File: src/rtl/dffmem_pkg.sv
// dffmem_pkg: shared defaults and types for the DFF memory arbiter.
// Word width, address width, depth and the controller state encoding.
package dffmem_pkg;

  localparam int DW_DEF = 16;
  localparam int AW_DEF = 3;
  localparam int DEPTH  = 2 ** AW_DEF;

  typedef enum logic {
    CLEAR = 1'b0,
    RUN   = 1'b1
  } state_t;

endpackage

File: src/rtl/dffmem_arbiter_rr.sv
// rr_arbiter: one-hot round-robin grant starting at rr, plus next rr.
// Ports: en, req, rr in; gnt (one-hot), win (index), rr_nx out.
module rr_arbiter #(
  parameter int NREQ = 2,
  parameter int IW   = 1
) (
  input  logic            en,
  input  logic [NREQ-1:0] req,
  input  logic [IW-1:0]   rr,
  output logic [NREQ-1:0] gnt,
  output logic [IW-1:0]   win,
  output logic [IW-1:0]   rr_nx
);

  logic          found;
  logic [IW-1:0] idx;

  always_comb begin
    gnt   = '0;
    win   = '0;
    found = 1'b0;
    idx   = '0;
    for (int k = 0; k < NREQ; k++) begin
      idx = IW'((int'(rr) + k) % NREQ);
      if (en && !found && req[idx]) begin
        found = 1'b1;
        win   = idx;
      end
    end
    if (found) gnt[win] = 1'b1;
    if (int'(win) == NREQ - 1) rr_nx = '0;
    else rr_nx = win + 1'b1;
  end

endmodule

File: src/rtl/dffmem_arbiter.sv
// dffmem_arbiter: round-robin shared access to a single-port DFF memory.
// Ports: req/req_we/req_addr/req_wdata -> gnt; rvalid/rdata; mem_* pins.
module dffmem_arbiter
  import dffmem_pkg::*;
#(
  parameter int DW   = DW_DEF,
  parameter int AW   = AW_DEF,
  parameter int NREQ = 2
) (
  input  logic             clk,
  input  logic             rst_n,
  input  logic [NREQ-1:0]  req,
  input  logic [NREQ-1:0]  req_we,
  input  logic [NREQ*AW-1:0] req_addr,
  input  logic [NREQ*DW-1:0] req_wdata,
  output logic [NREQ-1:0]  gnt,
  output logic [NREQ-1:0]  rvalid,
  output logic [DW-1:0]    rdata,
  output logic             init_done,
  output logic [AW-1:0]    mem_addr,
  output logic             mem_we,
  output logic [DW-1:0]    mem_wdata,
  input  logic [DW-1:0]    mem_rdata
);

  localparam int IW = (NREQ > 1) ? $clog2(NREQ) : 1;

  state_t        state, state_nx;
  logic [AW-1:0] cnt;
  logic [IW-1:0] rr, rr_nx, win;
  logic [NREQ-1:0] gnt_w;
  logic          acc;
  logic          v1, v2;
  logic [IW-1:0] own1, own2;

  rr_arbiter #(
    .NREQ (NREQ),
    .IW   (IW)
  ) u_arb (
    .en    (state == RUN),
    .req   (req),
    .rr    (rr),
    .gnt   (gnt_w),
    .win   (win),
    .rr_nx (rr_nx)
  );

  assign gnt   = gnt_w;
  assign acc   = |(req & gnt_w);
  assign rdata = mem_rdata;

  always_ff @(posedge clk or negedge rst_n) begin
    if (!rst_n) state <= CLEAR;
    else state <= state_nx;
  end

  always_comb begin
    state_nx = state;
    unique case (state)
      CLEAR: if (&cnt) state_nx = RUN;
      RUN:   state_nx = RUN;
      default: state_nx = CLEAR;
    endcase
  end

  always_comb begin
    init_done = (state == RUN);
  end

  // Sweep counter, memory pin registers, rr pointer and read-owner pipe.
  always_ff @(posedge clk or negedge rst_n) begin
    if (!rst_n) begin
      cnt       <= '0;
      rr        <= '0;
      mem_we    <= 1'b0;
      mem_addr  <= '0;
      mem_wdata <= '0;
      v1        <= 1'b0;
      v2        <= 1'b0;
      own1      <= '0;
      own2      <= '0;
    end else begin
      if (state == CLEAR) begin
        mem_we    <= 1'b1;
        mem_addr  <= cnt;
        mem_wdata <= '0;
        cnt       <= cnt + 1'b1;
      end else if (acc) begin
        mem_we    <= req_we[win];
        mem_addr  <= req_addr[int'(win)*AW +: AW];
        mem_wdata <= req_wdata[int'(win)*DW +: DW];
        rr        <= rr_nx;
      end else begin
        mem_we <= 1'b0;
      end
      v1   <= acc & ~req_we[win];
      own1 <= win;
      v2   <= v1;
      own2 <= own1;
    end
  end

  always_comb begin
    rvalid = '0;
    if (v2) rvalid[own2] = 1'b1;
  end

endmodule
File: config.mk
export PLATFORM = sky130hd
export DESIGN_NAME = dffmem_arbiter
export DESIGN_NICKNAME = d
export VERILOG_FILES = /design/src/rtl/dffmem_pkg.sv /design/src/rtl/dffmem_arbiter_rr.sv /design/src/rtl/dffmem_arbiter.sv
export SDC_FILE = /design/constraint.sdc
export NUM_CORES = 1
export LEC_CHECK = 0
export BUFFER_PORTS_ARGS = -buffer_cell sky130_fd_sc_hd__buf_2
export CORE_UTILIZATION = 38
export CTS_BUF_LIST = sky130_fd_sc_hd__clkbuf_16
export DETAILED_ROUTE_END_ITERATION = 7
export HOLD_SLACK_MARGIN = 0.15
export PLACE_DENSITY = 0.72
export SYNTH_ARGS = -nofsm -noshare
export SYNTH_HDL_FRONTEND = slang
export SYNTH_SLANG_ARGS = --single-unit
export TNS_END_PERCENT = 1
File: constraint.sdc
create_clock -name clk -period 1.63 [get_ports clk]
set_input_delay 0.2445 -clock clk [delete_from_list [all_inputs] [get_ports clk]]
set_output_delay 0.2445 -clock clk [all_outputs]
set_load 0.05 [all_outputs]
==> run summary, run 1 <==
The TritonCTS sink count came out at 29. The number of distinct library cells after synthesis is 30. The data arrival time at the worst-slack endpoint came out at between 1 and 1.5 ns.

The area of the die is between 0.004 and 0.005 mm^2. The post-detailed-route count of antenna-violating nets is 0. The leftover overflow at the end of global routing came out at 0. The clock latency of the later-clocked register in the worst-skew pair is roughly 0.27 ns.

The count of warnings emitted by yosys is 0. From bottom edge to top edge, the die measures around 67 um. The beginning of the worst register-to-register path is init_done. The worst-case IR drop observed on VDD is between 0.0004 and 0.0005 V. The largest fanout on the critical path came out at 23.

The endpoint identified for the worst register-to-register timing path is mem_wdata[3]. The mean post-synth cell area came out at just under 10 um^2. The worst hold-check slack came out at about 0.22 ns.

The clock arrives with approximately 0.0018 ns of skew. The number of slew-limit violations in the final report is 0. The initial standard-cell utilization of the core came out at approximately 40%. The first global-routing pass estimated 5780 um of wire.

The proportion of synthesized flip-flops having asynchronous set or reset came out at 100%. The required time of the worst setup path is 1.39 ns. The core area is around 0.004 mm^2. The clock tree from TritonCTS is yes. The TritonCTS buffer count came out at 5. By instance count, the leading cell after synthesis is sky130_fd_sc_hd__nand3_1. The critical path endpoint category is an output pin.

The sequential share of the synthesized area is around 45%. Yosys attributes the largest share of cell area to sky130_fd_sc_hd__dfrtp_1 45%, sky130_fd_sc_hd__nand3_1 12%, sky130_fd_sc_hd__buf_4 9.2%, sky130_fd_sc_hd__o211ai_1 6.0%, sky130_fd_sc_hd__nand2_1 3.9%. In this run the most critical hold path is launched from req_wdata[23]. The diode insertion count for antenna repair came out at 0. The run finished with clean final reports. The synthesis-to-layout area growth is 26.7%. The via count of the first global-routing pass came to around 1200.

In the final design database the tool counted 281 nets. The main flop type after synthesis is sky130_fd_sc_hd__dfrtp_1. The timing-limited maximum frequency is around 630 MHz. The number of levels the H-tree was split into is 2. The period utilization is around 98%. The ratio of cells with drive above 1 in the final layout came out at between 40 and 50%. The boundary pin count came out at ~100.

Of all cell types, the one taking the most synthesized area is sky130_fd_sc_hd__dfrtp_1. The hold-critical path endpoint is mem_wdata[7]. The slack of the worst reg-to-reg path is between 0.3 and 0.4 ns. The routed layout has roughly 1400 vias. The routed length per placed instance came out at around 15 um.

The maximum number of buffers from clock root to sink is 2. The number of enable flip-flop cells after synthesis came out at 0. The floorplan step set the die width to 67.4 um. The post-layout minimum cycle time is 1.59 ns.

The number of core rows came out at 23. The power density normalized to cell area is around 1100 mW/mm^2. Global routing consumed, over all layers together, between 10% and 20% of the routing resources.

The final total negative setup slack is 0 ns. The number of cells produced by synthesis came out at ~160. The final hold violation count is 0. The net count after synthesis is 226. The global placer's final weighted congestion came out at roughly 0.8. The total detailed-routing wirelength came out at slightly below 4000 um. For this run, the number of standard cells in the final layout without fillers is between 200 and 300. The static leakage came out at approximately 1 nW.

The netlist area before placement is ~0.0016 mm^2. The sum of net half-perimeters after detailed placement came out at 2840 um. The remaining design rule violation count came out at 0.

Entering global routing, the biggest net connects 24 pins. Timing analysis after detailed placement gives a worst setup slack of between 0.2 and 0.25 ns. The clock input transition at the sequential cells of the worst setup and hold paths is 0.05 ns. After clock tree synthesis, the setup repair step added 0 buffers. The number of setup violations in the final report came out at 0. Fill cells in the final layout number about 410.

The number of cells on the worst reg-to-reg path came out at 5. The tree is rooted in a sky130_fd_sc_hd__clkbuf_16. STA classifies the critical path startpoint as a flop.

The count of maximum capacitance violations came out at 0. By startpoint and endpoint, the worst setup path is classified as reg2out. After synthesis the netlist holds a flip-flop and latch count of 29. The number of detailed-routing iterations run before antenna repair is 4. The worst slew margin relative to its limit is 73.5%.

The setup slack of the critical path after layout is approximately 0.035 ns. During placement, the flow inserted port buffers numbering 68. The slew at the pin with the worst max-slew slack is slightly below 0.4 ns.

The worst hold path depth is 3. The area share of the leading cell type in the synthesized netlist is ~45%. The detailed-route vias per instance came out at between 5 and 6. Ranked by instance count, the synthesized netlist is headed by 39 x sky130_fd_sc_hd__nand3_1, 29 x sky130_fd_sc_hd__dfrtp_1, 20 x sky130_fd_sc_hd__buf_4, 17 x sky130_fd_sc_hd__nand2_1, 13 x sky130_fd_sc_hd__o211ai_1.

The instance count after placement with tap cells included is around 260. The number of antenna violations at the first check in global routing is 0. The path class of the tightest hold or removal check is in2reg.

The count of routing violations after the opening detailed-route iteration is between 50 and 60.
-- area by class of cell --
class / instances / area [um^2] / share of cell area (%)
clock buffers: 5 / 125 / 6.08
clock inverters: 3 / 12.5 / 0.608
flip-flops and latches: 29 / 727 / 35.3
repair buffers: 78 / 449 / 21.8
well taps: 50 / 62.6 / 3.04
multi-input cells: 105 / 681 / 33.1
-- logic make-up (layout without fill, tap and decap cells) --
logic type      count (synthesis)  count (layout)  share of synthesized area (%)
compound gates                 25              25                           12.9
xor+xnor                        1               1                          0.539
fa+ha+maj                       2               2                           1.54
buf+inv                        30              86                           14.4
flops                          29              29                           44.7
mux                             2               2                           1.39
simple gates                   75              75                           24.6
-- stage by stage --
stage	util (%)	cell area [um^2]	power, W
2_1_floorplan	-	1630	0.00135
3_3_place_gp	46.4	1880	0.00140
3_5_place_dp	46.4	1880	0.00141
4_1_cts	50.3	2040	0.00227
5_1_grt	50.7	2060	0.00235
6_report	50.7	2060	0.00225
-- cells in the final DEF, fill, tap and decap left out, drive strengths merged --
cell type and instances:
a211oi 1, a21boi 1, a21oi 1, a31oi 2, and2 4, and3b 1, buf 77, clkbuf 5
clkinv 3, dfrtp 29, dlygate4sd3 1, ha 2, mux2 2, nand2 17, nand2b 2, nand3 39
nand3b 2, nor2 2, nor2b 4, nor3b 2, o211ai 18, o21ai 1, o31ai 1, or2 2
xnor2 1
-- how the worst max path moves through the flow --
| stage | from | to | slack, ns | cells after the start |
|---|---|---|---|---|
| 2_1_floorplan | init_done | gnt[0] | -0.09 | 4 |
| 3_3_place_gp | req[0] | gnt[1] | 0.20 | 5 |
| 3_5_place_dp | req[0] | gnt[1] | 0.20 | 5 |
| 4_1_cts | rr | gnt[0] | 0.01 | 4 |
| 5_1_grt | rr | gnt[1] | -0.01 | 4 |
| 6_report | rr | gnt[1] | 0.04 | 4 |
-- what timing repair did --
action,in CTS,in global routing
endpoints found under the setup margin,3,2
endpoints found under the hold margin,13,0
pin swaps,0,0
resized for setup,4,3
hold buffers,1,0
-- metal layers --
layer | wire length, um | up-vias | track usage, %
met5 | 0 | - | 0
met4 | 45 | 0 | 5.85
met3 | 276 | 4 | 6.25
met2 | 2020 | 52 | 29.1
met1 | 1630 | 688 | 21.3
li1 | - | 674 | -
-- sequential cells by signal (all words and copies together) (netlist names) --
register / count
mem_wdata: 16
cnt: 3
v2: 1
own2: 1
v1: 1
rr: 1
mem_addr: 3
init_done: 1
own1: 1
mem_we: 1
-- worst max-delay path, stage by stage, from the launching register on --
cell and delay (ns):
sky130_fd_sc_hd__dfrtp_1 0.38, sky130_fd_sc_hd__nand2b_4 0.16, sky130_fd_sc_hd__buf_8 0.18, sky130_fd_sc_hd__and2_1 0.17
sky130_fd_sc_hd__buf_4 0.20
-- where the power goes --
group	internal (W)	total, W	leakage [nW]	switching [W]
Clock	0.000550	0.000849	0.0687	0.000299
Combinational	0.000178	0.000582	0.593	0.000403
Sequential	0.000790	0.000823	0.350	0.0000323
(Power assumes the default switching activity.)
==> run 2, diff against run 1 <==
--- a/config.mk
+++ b/config.mk
@@ -5,12 +5,14 @@
 export SDC_FILE = /design/constraint.sdc
 export NUM_CORES = 1
 export LEC_CHECK = 0
+export ABC_CLOCK_PERIOD_IN_PS = 1630
 export BUFFER_PORTS_ARGS = -buffer_cell sky130_fd_sc_hd__buf_2
 export CORE_UTILIZATION = 38
 export CTS_BUF_LIST = sky130_fd_sc_hd__clkbuf_16
 export DETAILED_ROUTE_END_ITERATION = 7
 export HOLD_SLACK_MARGIN = 0.15
 export PLACE_DENSITY = 0.72
+export REMOVE_ABC_BUFFERS = 1
 export SYNTH_ARGS = -nofsm -noshare
 export SYNTH_HDL_FRONTEND = slang
 export SYNTH_SLANG_ARGS = --single-unit
==> run summary, run 2 (synthesis results as in run 1) <==
The die height came out at 67.4 um (unchanged). The boundary pin count is 101 (unchanged). The detailed-route vias per instance was 5.20 (-0.99%). The share of power burned in the clock network came out at 36.9% (-0.8 points). The largest registers in the layout are mem_wdata x16, cnt x3, mem_addr x3. The post-layout minimum cycle time came out at 1.60 ns (+0.00473 ns). The timing-limited maximum frequency came out at 625 MHz (-0.30%). Ranked by flip-flop count, first place goes to mem_wdata. The library cells used most frequently in the layout, excluding fill and tap cells, are 66 x sky130_fd_sc_hd__buf_2, 39 x sky130_fd_sc_hd__nand3_1, 29 x sky130_fd_sc_hd__dfrtp_1. The largest fanout on the critical path is 3 (-87%). The root buffer cell chosen for the clock tree is sky130_fd_sc_hd__clkbuf_16. The commonest non-fill, non-tap cell in the layout is sky130_fd_sc_hd__buf_2.

The global router's overall resource usage is 18.3% (+0.65 points). The remaining design rule violation count came to 0 (unchanged). The via count came out at 1378 (-2.8%). The highest ir drop seen on vdd came to 0.000693 V (+64%).

The count of routing violations after the opening detailed-route iteration is 35 (-31%). The number of detailed-routing iterations run before antenna repair is 4 (unchanged). The wire length of the first global-routing pass is 5990 um (+3.7%). The slew at the pin with the worst max-slew slack is 0.727 ns (+0.331 ns). Walking the worst path, the cells encountered are nand2b_4 > and2_4 > nor3b_2 > buf_6.

The number of input and output port buffers inserted came out at 68 (unchanged). The worst hold-check slack came to 0.232 ns (+0.0102 ns). The wire length on met1 is 1750 um (+7.4%). The largest net degree at the start of global routing came to 35 (+46%).

The global placer's final weighted congestion came out at 0.724 (-9.7%). The critical path's slowest cell is sky130_fd_sc_hd__dfrtp_1. The fraction of power consumed by combinational cells is 25.7% (about the same).

The worst setup path is captured at an output pin. The post-layout instance count excluding filler cells came to 265 (-1.9%). The leftover overflow at the end of global routing came out at 0 (unchanged).

The met3 wire length was 355 um (+29%). The net switching fraction of the power is 31.7% (-0.89 points). The data arrival time at the worst-slack endpoint came out at 1.35 ns (about the same). The core area came to 0.00406 mm^2 (unchanged). The diode insertion count for antenna repair is 0 (unchanged). The initial standard-cell utilization of the core came out at 40.0% (unchanged). The power density normalized to cell area came out at 1100 mW/mm^2 (about the same). The static leakage came to 0.989 nW (-2.2%). After detailed routing, no signal wire sits above met4. The number of core rows is 23 (unchanged).

The total detailed-routing wirelength came out at 3920 um (-1.4%). The TritonCTS buffer count came out at 5 (unchanged). The required time of the worst setup path is 1.39 ns (about the same). The period utilization is 98.1% (+0.29 points).

The number of antenna violations at the first check in global routing came out at 0 (unchanged). The total of fill cells in the finished design is 391 (-3.7%). The area of the die is 0.00454 mm^2 (unchanged). The internal power summed over all cells is 0.00150 W (-0.93%).

The ratio of cells with drive above 1 in the final layout is 42.8% (-1.8 points). TritonCTS built the clock tree. The net switching power of the design is 0.000699 W (-4.9%).

The worst slew margin relative to its limit was 51.5% (-22 points). Setup repair after global routing could not meet its margin everywhere. The synthesis-to-layout area growth came out at 23.9%.

The post-detailed-route count of antenna-violating nets came to 0 (unchanged). The flip-flop count of the largest register after layout is 16 (unchanged). The horizontal die dimension is 67.4 um (unchanged). The clock input transition at the sequential cells of the worst setup and hold paths was 0.05 ns (about the same). The clock latency of the later-clocked register in the worst-skew pair was 0.27 ns (about the same). The sum of net half-perimeters after detailed placement was 2650 um (-6.7%).

The instance count after placement with tap cells included came to 257 (-1.5%). The layout net count is 277 (-1.4%). The tightest min-delay check is of the in2reg type. The final hold violation count came out at 0 (unchanged).

The routed length per placed instance came out at 14.8 um (+0.43%). The share of power burned in registers is 37.4% (+0.9 points). The number of levels the H-tree was split into is 2 (unchanged). The number of setup violations in the final report is 0 (unchanged).

The TritonCTS sink count is 29 (unchanged). The critical path start-end classification is reg2out. The maximum number of buffers from clock root to sink is 2 (unchanged). The delay of the slowest critical-path stage is 0.40 ns (+0.02 ns). The final total negative setup slack is 0 ns (unchanged).

The run finished with clean final reports. The count of maximum capacitance violations came to 0 (unchanged). The number of slew-limit violations in the final report came out at 0 (unchanged).

The wire length on met2 came out at 1800 um (-11%). The startpoint kind of the worst setup timing path is a flop. The worst clock skew is 0.00673 ns (+0.00497 ns).

The via count of the first global-routing pass came out at 1253 (+1.0%).
==> run 2: layout make-up <==
| class | instances | area, um^2 | area share (%) |
|---|---|---|---|
| well taps | 50 | 62.6 | 3.11 |
| flip-flops and latches | 29 | 726 | 36.1 |
| clock inverters | 2 | 7.51 | 0.373 |
| repair buffers | 74 | 417 | 20.7 |
| clock buffers | 5 | 125 | 6.22 |
| multi-input cells | 105 | 674 | 33.5 |
==> run 2: stage by stage <==
step | util (%) | worst slack [ns] | power [W] | instance area, um^2
final | 49.6 | 0.0306 | 0.00220 | 2010
after global routing | 49.6 | -0.0221 | 0.00231 | 2010
after CTS | 49.1 | 0.00662 | 0.00222 | 1990
after detailed placement | 45.1 | 0.121 | 0.00139 | 1830
after global placement | 45.1 | 0.158 | 0.00138 | 1830
after floorplan | - | -0.948 | 0.00121 | 1390
==> run 2: path summary, 6_finish.rpt <==
| kind | endpoint | slack, ns | depth (start not counted) | from |
|---|---|---|---|---|
| hold reg to reg | v2 | 0.35 | 0 | v1 |
| setup / recovery | gnt[0] | 0.03 | 4 | rr |
| max in group asynchronous | mem_wdata[5] | 0.66 | 2 | rst_n |
| min in group asynchronous | own2 | 0.55 | 2 | rst_n |
| setup reg to reg | mem_wdata[14] | 0.31 | 5 | init_done |
| hold / removal | mem_wdata[15] | 0.23 | 3 | req_wdata[31] |
==> run 2: layer usage <==
layer,vias to the layer above,GRT usage (%)
li1,666,-
met1,644,23.6
met2,66,26.6
met3,2,9.63
met4,0,3.99
met5,-,3.75
==> run 2: timing repair <==
| item | 4_1_cts | 5_1_grt |
|---|---|---|
| resized for setup | 6 | 5 |
| pin swaps | 1 | 1 |
| setup buffers | 0 | 0 |
| endpoints found under the setup margin | 2 | 2 |
| hold buffers | 1 | 0 |
| hold endpoints to repair | 29 | 0 |
==> run 2: power by group through the flow <==
stage / sequential (W) / combinational, W / clock [W]
floorplan: 0.00104 / 0.000163 / 0
global placement: 0.000832 / 0.000551 / 0
detailed placement: 0.000835 / 0.000554 / 0
CTS: 0.000824 / 0.000565 / 0.000830
global route: 0.000833 / 0.000609 / 0.000871
finish: 0.000824 / 0.000566 / 0.000814
==> run 2: critical path, delay by kind of cell (launching register included) <==
family                 cells  cell delay (ns)
buffers and inverters      1             0.18
DFF                        1             0.40
and+or+nand+nor            3             0.50
==> run 3, diff against run 2 <==
--- a/config.mk
+++ b/config.mk
@@ -7,11 +7,11 @@
 export LEC_CHECK = 0
 export ABC_CLOCK_PERIOD_IN_PS = 1630
 export BUFFER_PORTS_ARGS = -buffer_cell sky130_fd_sc_hd__buf_2
-export CORE_UTILIZATION = 38
+export CORE_UTILIZATION = 43
 export CTS_BUF_LIST = sky130_fd_sc_hd__clkbuf_16
 export DETAILED_ROUTE_END_ITERATION = 7
 export HOLD_SLACK_MARGIN = 0.15
-export PLACE_DENSITY = 0.72
+export PLACE_DENSITY = 0.8
 export REMOVE_ABC_BUFFERS = 1
 export SYNTH_ARGS = -nofsm -noshare
 export SYNTH_HDL_FRONTEND = slang
==> run summary, run 3 (synthesis results as in run 1) <==
The path class of the tightest hold or removal check is in2reg. The core occupancy in the finished layout came out at 58.1% (+8.5 points). The TritonCTS buffer count came out at 5 (unchanged). The ratio of cells with drive above 1 in the final layout is 42.7% (-0.13 points). The largest registers in the layout are mem_wdata x16, cnt x3, mem_addr x3. The data arrival time at the worst-slack endpoint was 1.36 ns (about the same). Clock tree synthesis selected as its root buffer the cell sky130_fd_sc_hd__clkbuf_16. The final total negative setup slack is 0 ns (unchanged). The static leakage is 1.00 nW (+1.1%). The sum of internal, switching and leakage power came out at 0.00223 W (+1.3%).

The number of slew-limit violations in the final report is 0 (unchanged). The boundary pin count is 101 (unchanged). The leftover overflow at the end of global routing came to 0 (unchanged). The clock latency of the later-clocked register in the worst-skew pair was 0.27 ns (about the same).

TritonCTS built the clock tree. The diode insertion count for antenna repair was 0 (unchanged). The flip-flop count of the largest register after layout came out at 16 (unchanged). The post-detailed-route count of antenna-violating nets came out at 0 (unchanged). The timing-limited maximum frequency is 625 MHz (about the same). The number of setup violations in the final report is 0 (unchanged). The period utilization is 98.1% (about the same). The startpoint kind of the worst setup timing path is a flop. The number of core rows is 21 (-8.7%).

The worst clock skew came out at 0.00321 ns (-0.00352 ns). The power density normalized to cell area is 1110 mW/mm^2 (+1.1%). The number of levels the H-tree was split into is 2 (unchanged). The global placer's final weighted congestion is 0.791 (+9.2%).

The largest fanout on the critical path came out at 2 (-1). The largest net degree at the start of global routing is 35 (unchanged). The clock input transition at the sequential cells of the worst setup and hold paths is 0.05 ns (about the same). The post-layout minimum cycle time is 1.60 ns (+0.000461 ns).

The via count of the first global-routing pass came out at 1359 (+8.5%). The die height came out at 63.5 um (-5.8%). The count of routing violations after the opening detailed-route iteration came out at 119 (+240%). The synthesis-to-layout area growth came out at 24.1%. The commonest non-fill, non-tap cell in the layout is sky130_fd_sc_hd__buf_2. The detailed-route vias per instance came out at 5.41 (+3.9%). The core area came to 0.00347 mm^2 (-15%). The number of antenna violations at the first check in global routing is 0 (unchanged). The wire length of the first global-routing pass came out at 6460 um (+7.8%). The count of maximum capacitance violations is 0 (unchanged).

The critical path endpoint category is an output pin. The initial standard-cell utilization of the core came out at 46.8% (+6.8 points). Setup repair after global routing could not meet its margin everywhere. The run finished with clean final reports. The number of detailed-routing iterations run before antenna repair came out at 4 (unchanged). The maximum number of buffers from clock root to sink is 2 (unchanged). The final hold violation count is 0 (unchanged). The area of the die was 0.00403 mm^2 (-11%). The slew at the pin with the worst max-slew slack came out at 0.683 ns (-0.0447 ns).

The TritonCTS sink count is 29 (unchanged). The slack of the worst reg-to-reg path came out at 0.29 ns (-0.02 ns). The number of input and output port buffers inserted is 68 (unchanged). The setup path with the least slack is of type reg2out. The routed length per placed instance came to 15.5 um (+4.7%). In the layout the commonest cells are 66 x sky130_fd_sc_hd__buf_2, 39 x sky130_fd_sc_hd__nand3_1, 29 x sky130_fd_sc_hd__dfrtp_1. The required time of the worst setup path is 1.39 ns (about the same). The worst slew margin relative to its limit was 54.5% (+3.0 points). More flip-flops sit in one register than any other, and that register is mem_wdata. The highest ir drop seen on vdd is 0.000521 V (-25%). The sum of net half-perimeters after detailed placement is 2770 um (+4.4%).

The layout net count was 279 (+0.72%). The via count came to 1427 (+3.6%). The global router's overall resource usage came out at 21.6% (+3.3 points).

The total detailed-routing wirelength is 4090 um (+4.3%). The horizontal die dimension is 63.5 um (-5.8%). The remaining design rule violation count is 0 (unchanged).
-- run 3: timing repair --
action / 4_1_cts / 5_1_grt
gates resized for setup: 7 / 1
endpoints found under the hold margin: 29 / 0
buffers inserted: 1 / 0
setup endpoints to repair: 2 / 2
pin swaps: 1 / 0
hold buffers: 1 / 0
-- run 3: power by group --
group,switching [W],leakage [nW],internal (W)
Sequential,0.0000337,0.350,0.000791
Combinational,0.000401,0.572,0.000172
Clock,0.000290,0.0776,0.000546
Total,0.000725,1.00,0.00151
-- run 3: worst paths after layout --
check                                      to          start  depth (start not counted)
worst min-delay path             mem_wdata[8]  req_wdata[24]                          3
worst max-delay path                   gnt[0]      init_done                          4
max in group asynchronous       mem_wdata[13]          rst_n                          2
worst min register to register             v2             v1                          0
worst max register to register   mem_wdata[1]      init_done                          5
min in group asynchronous        mem_wdata[0]          rst_n                          2
-- run 3: per-stage QoR --
stage          setup WS, ns  area, um^2  std cells  hold WS [ns]
2_1_floorplan        -0.948        1390        134       -0.0511
3_3_place_gp          0.165        1830        254         0.297
3_5_place_dp          0.118        1830        254         0.302
4_1_cts            -0.00754        2010        264         0.226
5_1_grt            -0.00275        2020        264         0.233
6_report             0.0302        2020        264         0.226
-- run 3: routing by layer --
layer	track usage, %	part of all wire (%)
met5	0	0
met1	25.4	40
met3	11.2	10
met2	32.2	48
met4	10.5	2.0
-- run 3: final cells by class --
| class | instances | area (um^2) |
|---|---|---|
| clock buffer | 5 | 125 |
| clock inverter | 3 | 11.3 |
| fill | 316 | 1450 |
| multi-input combinational | 105 | 673 |
| sequential | 29 | 726 |
| tap | 46 | 57.6 |
| timing repair buffer | 76 | 423 |
-- run 3: worst max-delay path, stage by stage (launching register included) --
cell and delay (ns):
sky130_fd_sc_hd__dfrtp_1 0.39, sky130_fd_sc_hd__and2_4 0.17, sky130_fd_sc_hd__and2_4 0.16, sky130_fd_sc_hd__nor3b_4 0.18
sky130_fd_sc_hd__buf_6 0.18
